--- config.mk ---
export PLATFORM = sky130hd
export DESIGN_NAME = mul_share_arbiter
export DESIGN_NICKNAME = d
export VERILOG_FILES = /design/src/rtl/mul_share_arbiter.sv
export SDC_FILE = /design/constraint.sdc
export NUM_CORES = 1
export LEC_CHECK = 0
export CORE_MARGIN = 2
export CORE_UTILIZATION = 55
export CTS_CLUSTER_DIAMETER = 40
export DETAILED_ROUTE_END_ITERATION = 16
export HOLD_SLACK_MARGIN = 0.08
export PLACE_DENSITY = 0.95
export SETUP_SLACK_MARGIN = 0.15
export SYNTH_ARGS = -nofsm -noshare
export SYNTH_HDL_FRONTEND = slang
export SYNTH_SLANG_ARGS = --single-unit
--- constraint.sdc ---
create_clock -name clk -period 5.3 [get_ports clk]
set_input_delay 1.59 -clock clk [delete_from_list [all_inputs] [get_ports clk]]
set_output_delay 1.59 -clock clk [all_outputs]
set_load 0.1 [all_outputs]
--- src/rtl/mul_share_arbiter.sv ---
// -----------------------------------------------------------------------------
// mul_share_arbiter
//
// One shift-and-add unsigned multiplier shared by two requesters under a
// round-robin arbiter. A product takes N RUN cycles plus one DONE cycle.
// The following IDLE cycle is the only place where a new request can be
// accepted, so back-to-back throughput is one product every N+2 cycles.
//
// Ports
//   clk              : single clock, all state updates on the rising edge
//   reset            : synchronous, active-high; clears everything, including
//                      a transaction in flight (no done pulse is produced)
//   req0 / req1      : level-sensitive multiply requests
//   b_in0 / q_in0    : multiplicand / multiplier of requester 0 (N bits)
//   b_in1 / q_in1    : multiplicand / multiplier of requester 1 (N bits)
//   gnt0 / gnt1      : registered one-cycle acceptance pulses
//   done0 / done1    : registered one-cycle result-valid pulses
//   busy             : high while the FSM is in RUN or DONE
//   a_out            : 2N-bit product accumulator; holds the last product
//                      until the next capture clears it
// -----------------------------------------------------------------------------
module mul_share_arbiter #(
  parameter int N = 8
) (
  input  logic           clk,
  input  logic           reset,
  input  logic           req0,
  input  logic           req1,
  input  logic [N-1:0]   b_in0,
  input  logic [N-1:0]   q_in0,
  input  logic [N-1:0]   b_in1,
  input  logic [N-1:0]   q_in1,
  output logic           gnt0,
  output logic           gnt1,
  output logic           done0,
  output logic           done1,
  output logic           busy,
  output logic [2*N-1:0] a_out
);

  // Counter must be able to hold the value N reached after the last RUN step.
  localparam int CW = $clog2(N + 1);

  localparam logic [1:0] S_IDLE = 2'd0;
  localparam logic [1:0] S_RUN  = 2'd1;
  localparam logic [1:0] S_DONE = 2'd2;

  localparam logic [CW-1:0] LAST_CNT = CW'(N - 1);
  localparam logic [CW-1:0] CNT_ONE  = CW'(1);

  // Round-robin pick. Returns 1 when requester 1 wins. A sole requester
  // always wins; on a tie the requester not served last wins.
  function automatic logic pick_winner(input logic rq0, input logic rq1,
                                       input logic last_served);
    if (rq0 && rq1) begin
      return ~last_served;
    end
    return rq1;
  endfunction

  logic [1:0]     r_state;
  logic [2*N-1:0] r_b;
  logic [N-1:0]   r_q;
  logic [2*N-1:0] r_a;
  logic [CW-1:0]  r_cnt;
  logic           r_last;   // requester captured most recently
  logic           r_owner;  // requester of the transaction in flight
  logic           r_gnt0;
  logic           r_gnt1;
  logic           r_done0;
  logic           r_done1;

  logic           w_any_req;
  logic           w_pick;
  logic [N-1:0]   w_b_sel;
  logic [N-1:0]   w_q_sel;
  logic           w_last_run;

  assign w_any_req  = req0 | req1;
  assign w_pick     = pick_winner(req0, req1, r_last);
  assign w_b_sel    = w_pick ? b_in1 : b_in0;
  assign w_q_sel    = w_pick ? q_in1 : q_in0;
  assign w_last_run = (r_cnt == LAST_CNT);

  always_ff @(posedge clk) begin
    if (reset) begin
      r_state <= S_IDLE;
      r_b     <= '0;
      r_q     <= '0;
      r_a     <= '0;
      r_cnt   <= '0;
      r_last  <= 1'b1;   // so requester 0 wins the first tie
      r_owner <= 1'b0;
      r_gnt0  <= 1'b0;
      r_gnt1  <= 1'b0;
      r_done0 <= 1'b0;
      r_done1 <= 1'b0;
    end else begin
      // Pulses default low; they are only raised for a single cycle.
      r_gnt0  <= 1'b0;
      r_gnt1  <= 1'b0;
      r_done0 <= 1'b0;
      r_done1 <= 1'b0;

      case (r_state)
        S_IDLE: begin
          if (w_any_req) begin
            // Operands are sampled here only; later input changes are ignored.
            r_owner <= w_pick;
            r_last  <= w_pick;
            r_b     <= {{N{1'b0}}, w_b_sel};
            r_q     <= w_q_sel;
            r_a     <= '0;
            r_cnt   <= '0;
            r_gnt0  <= ~w_pick;
            r_gnt1  <= w_pick;
            r_state <= S_RUN;
          end
        end

        S_RUN: begin
          // Fixed N steps, no early exit, so latency never depends on data.
          if (r_q[0]) begin
            r_a <= r_a + r_b;
          end
          r_b   <= r_b << 1;
          r_q   <= r_q >> 1;
          r_cnt <= r_cnt + CNT_ONE;
          if (w_last_run) begin
            r_state <= S_DONE;
            r_done0 <= ~r_owner;
            r_done1 <= r_owner;
          end
        end

        S_DONE: begin
          // No arbitration here; pending requests are seen in the next IDLE.
          r_state <= S_IDLE;
        end

        default: begin
          r_state <= S_IDLE;
        end
      endcase
    end
  end

  assign gnt0  = r_gnt0;
  assign gnt1  = r_gnt1;
  assign done0 = r_done0;
  assign done1 = r_done1;
  assign busy  = (r_state != S_IDLE);
  assign a_out = r_a;

endmodule

# [Yosys cells after proc, flatten, opt, wreduce, memory -nomap -nowiden]
# Index checks and enable logic that the tools add are counted.
# Widths: inputs -> output; s select.
[word_totals] output_inout_bits=21 elab_cells=53 inputBits=36 regBits=52
[classes] bitwise_logic=8 n_mux=17 n_reduce_logical=10 addsub=2 eq_ne=5
[ops] operator="$pmux 16 s2" n=2
[ops] operator="$mux 16" n=3
[ops] operator="$mux 8" n=3
[ops] operator="$add 16x16->16" n=1
[ops] operator="$pmux 8 s2" n=1
[ops] operator="$pmux 4 s2" n=1
[ops] operator="$not 1->1" n=7
[ops] operator="$ne 2x2->1 const B" n=3
[ops] operator="$reduce_and 2->1" n=3
[ops] operator="$reduce_or 3->1" n=2
[ops] operator="$add 4x1->4 const B" n=1
[ops] operator="$eq 4x3->1 const B" n=1
[ops] operator="$mux 2" n=2
[ops] operator="$mux 4" n=1
[ops] operator="$pmux 2 s2" n=1
[ops] operator="$reduce_bool 2->1" n=2
[ops] operator="$mux 1" n=3
[ops] operator="$reduce_and 3->1" n=1
[ops] operator="$eq 2x1->1 const B" n=1
[ops] operator="$logic_not 2->1" n=1
[ops] operator="$logic_and 1x1->1" n=1
[ops] operator="$or 1x1->1" n=1

# [Depth between registers and ports, before layout]
[logic_depth] depth_word=6 mapped_depth=9

# [Worst setup path after synthesis]
# Ideal clock, no wire load.
[synth_timing] kind="input to register" from="input port req0" to="register r_b[1]" arrival_ns=2.661 cell_stages=6 path_slack_ns=2.511 path_buffers=1 path_cell_list="nand2_1 -> nand2_2 -> buf_2 -> mux2_2 -> a222oi_1 -> nor2_1"
[synth_between] elab_chain_len=6
[synth_rtl] item="start: declaration" line_no="27" rtl="input logic req0,"
[synth_rtl] item="$logic_and 1x1->1" line_no="55" rtl="if (rq0 && rq1) begin"
[synth_rtl] item="$mux 1" line_no="55"
[synth_rtl] item="$mux 1" line_no="58" rtl="return rq1;"
[synth_rtl] item="$mux 8" line_no="81" rtl="assign w_b_sel = w_pick ? b_in1 : b_in0;"
[synth_rtl] item="$mux 16" line_no="107" rtl="if (w_any_req) begin"
[synth_rtl] item="$pmux 16 s2" line_no="105" rtl="case (r_state)"
[synth_rtl] item="end signal: assignment" line_no="111" rtl="r_b <= {{N{1'b0}}, w_b_sel};"
[synth_rtl] item="end signal: assignment" line_no="126" rtl="r_b <= r_b << 1;"
[synth_rtl] item="end: declaration" line_no="62" rtl="logic [2*N-1:0] r_b;"
# Parallel ways exist; a longest one is shown, timed or not. The select of a mux whose other input is x is not followed.
# A chain may end at the register's enable or synchronous reset.

# [Worst setup path after layout]
[layout_timing] from="register r_state[1]" to="output port busy"
[layout_between] elab_chain_len=1
[layout_rtl] item="start: declaration" line_no="61" rtl="logic [1:0] r_state;"
[layout_rtl] item="start signal: assignment" line_no="87" rtl="r_state <= S_IDLE;"
[layout_rtl] item="start signal: assignment" line_no="117" rtl="r_state <= S_RUN;"
[layout_rtl] item="start signal: assignment" line_no="130" rtl="r_state <= S_DONE;"
[layout_rtl] item="$reduce_bool 2->1" line_no="152" rtl="assign busy = (r_state != S_IDLE);"
[layout_rtl] item="end: declaration" line_no="37" rtl="output logic busy,"
# No other way between the ends.

==> flow_metrics.tcl <==
set metrics [dict create \
    power.total_w 0.000763 \
    cts_tree "built" \
    portBuffers 56 \
    cts_resized 0 \
    numClockSinks 52 \
    status "completed" \
    power_leakage_nw 1.36 \
    path_class "register to output port" \
    avgSynthCellArea_um2 9.23 \
    end_kind "output port" \
    grt_max_degree 20 \
    holdBufCountCts 0 \
    dr.first_iter.drc_count 244 \
    synthTopCellsByArea "dfxtp_1, ha_1, mux2_2" \
    drv_cap 0 \
    drive_gt1_frac 0.106 \
    route.detailed.drc 0 \
    power.ir.vdd_worst_uv 152 \
    htreeDepth 2 \
    rsz0062_at_grt "no" \
    wirelength_mm 6.55 \
    min_period_over_period 0.697 \
    hpwlAfterDp_mm 4.89 \
    fin_skew_ps 5.98 \
    cts_root_buffer "clkbuf_8" \
    clockBufferDepth 2 \
    fin_setup_tns_ps 0 \
    synth_top_flop_cell "dfxtp_1" \
    finalHoldViolCount 0 \
    final.min_clock_period_ps 3700 \
    worst_slew_pin_slew_ps 1000 \
    synth_nets 350 \
    gr-usage-all-layers 0.245 \
    power.density_nw_per_um2 223 \
    use_met3 0.0576 \
    setup_viol 0 \
    clock_latency_ps 310 \
    grt.overflow.total 0 \
    hold_depth 2 \
    placementRows 25 \
    met1_usage 0.307 \
    final_cell_mix "clkdlybuf4s50_1, dfxtp_1, nor2_1" \
    r2r_cells 9 \
    numCtsBuffers 5 \
    grtUsageMet2 0.420 \
    nNetsFinal 401 \
    worstPathMaxFanout 5 \
    syn_inst 297 \
    pin_count 57 \
    clkTransAtPathRegs_ps 100 \
    drt_pass1_iterations 7 \
    cp.required_ps 3710 \
    hold_path.class "register to register" \
    grt_antenna_before_repair 0 \
    top_usage_layer "met2" \
    seq_area_frac_synth 0.380 \
    dieWidth_um 74.6 \
    yosys.area.top_type "dfxtp_1" \
    vias 2490 \
    grt_pass1_vias 2341 \
    slew_headroom 0.329 \
    ys_seq_elements 52 \
    slew_violations 0 \
    netlist_area_um2 2740 \
    ys_warn_count 0 \
    worst_setup_path_start_kind "register" \
    postCtsSetupRepairBufs 0 \
    die_area_um2 5570 \
    synth_async_sr_flop_share 0 \
    final_common_cell "clkdlybuf4s50_1" \
    yosysUniqueCellTypes 53 \
    cp.arrival_ps 2110 \
    core_um2 4750 \
    start_util 0.577 \
    synth_edf_count 0 \
    insertedDiodeCount 0 \
    avgRoutedWirePerCell_um 15.7 \
    postRouteAntennaNets 0 \
    gp_congestion 0.873 \
    synth_top_area_share 0.380 \
    vias_per_cell 5.99 \
    syn_to_final_growth_pct 24.7 \
    grt_pass1_wl_mm 10.5 \
    fmax_mhz 271 \
    die_h_um 74.6 \
]
synth_stat cells, types with 3 or more instances:
library cell / number
a222oi_1: 15
inv_1: 8
o21ai_0: 12
a21oi_1: 10
dfxtp_1: 52
a21o_1: 7
nor3_1: 5
nand2_1: 25
o21a_1: 4
and3_1: 3
nor2_1: 34
nand3_1: 3
ha_1: 16
o211ai_1: 3
xnor2_1: 6
a211oi_1: 4
nor2b_1: 5
buf_2: 5
a22o_1: 9
a22oi_1: 6
xor2_1: 7
mux2_2: 14
clkbuf_1: 6
per-stage QoR:
stage | hold slack, ps | cell area [um2] | util | setup slack [ps] | instances
floorplan | 406 | 2740 | - | 2510 | 297
global placement | 429 | 3330 | 0.701 | 1740 | 408
detailed placement | 444 | 3330 | 0.701 | 1610 | 408
CTS | 457 | 3420 | 0.719 | 1600 | 416
global route | 494 | 3420 | 0.719 | 1540 | 416
finish | 462 | 3420 | 0.719 | 1600 | 416
sequential cells by signal, indices dropped and copies added (netlist names):
name     count
r_b         16
done1        1
gnt1         1
r_owner      1
a_out       16
r_q          8
r_cnt        4
r_state      2
gnt0         1
r_last       1
done0        1
critical path, cell delays in order, from the launching register on:
cell and delay, ps:
dfxtp_1 450, nor2_1 120, inv_1 90, clkdlybuf4s50_1 1140
layout make-up:
type,count,area [um2]
fill,346,1340
inverter,8,30.0
clock inverter,2,16.3
timing repair buffer,58,576
multi-input combinational,223,1600
tap,67,83.8
sequential,52,1040
clock buffer,6,72.6
metal layers:
| metal | share of wire | wire (um) |
|---|---|---|
| met3 | 0.054 | 351 |
| met2 | 0.51 | 3320 |
| met5 | 0 | 0 |
| met1 | 0.43 | 2800 |
| met4 | 0.012 | 76 |
kinds of logic (layout without fill, tap and decap cells):
| kind of cell | after synthesis | in the layout | synth area share |
|---|---|---|---|
| compound gates | 87 | 87 | 0.243 |
| mux | 14 | 14 | 0.0575 |
| flops | 52 | 52 | 0.380 |
| xor+xnor | 13 | 13 | 0.0415 |
| simple gates | 92 | 92 | 0.161 |
| fa+ha+maj | 17 | 17 | 0.0803 |
| buf+inv | 22 | 74 | 0.0369 |
path summary, 6_finish.rpt:
path | startpoint | end | slack [ps]
setup reg to reg | r_b[0]$_SDFFE_PP0P_ | a_out[14]$_SDFFE_PP0P_ | 2940
setup / recovery | r_state[1]$_SDFFE_PP0P_ | busy | 1600
hold / removal | r_q[7]$_SDFFE_PP0P_ | r_q[7]$_SDFFE_PP0P_ | 460
hold reg to reg | r_q[7]$_SDFFE_PP0P_ | r_q[7]$_SDFFE_PP0P_ | 460
report_power, final:
group          internal [W]  total (W)  switching (W)
clock             0.0000942   0.000229       0.000135
combinational     0.0000579   0.000120      0.0000620
sequential         0.000404   0.000414      0.0000101
Power figures use the tool's default switching activity.
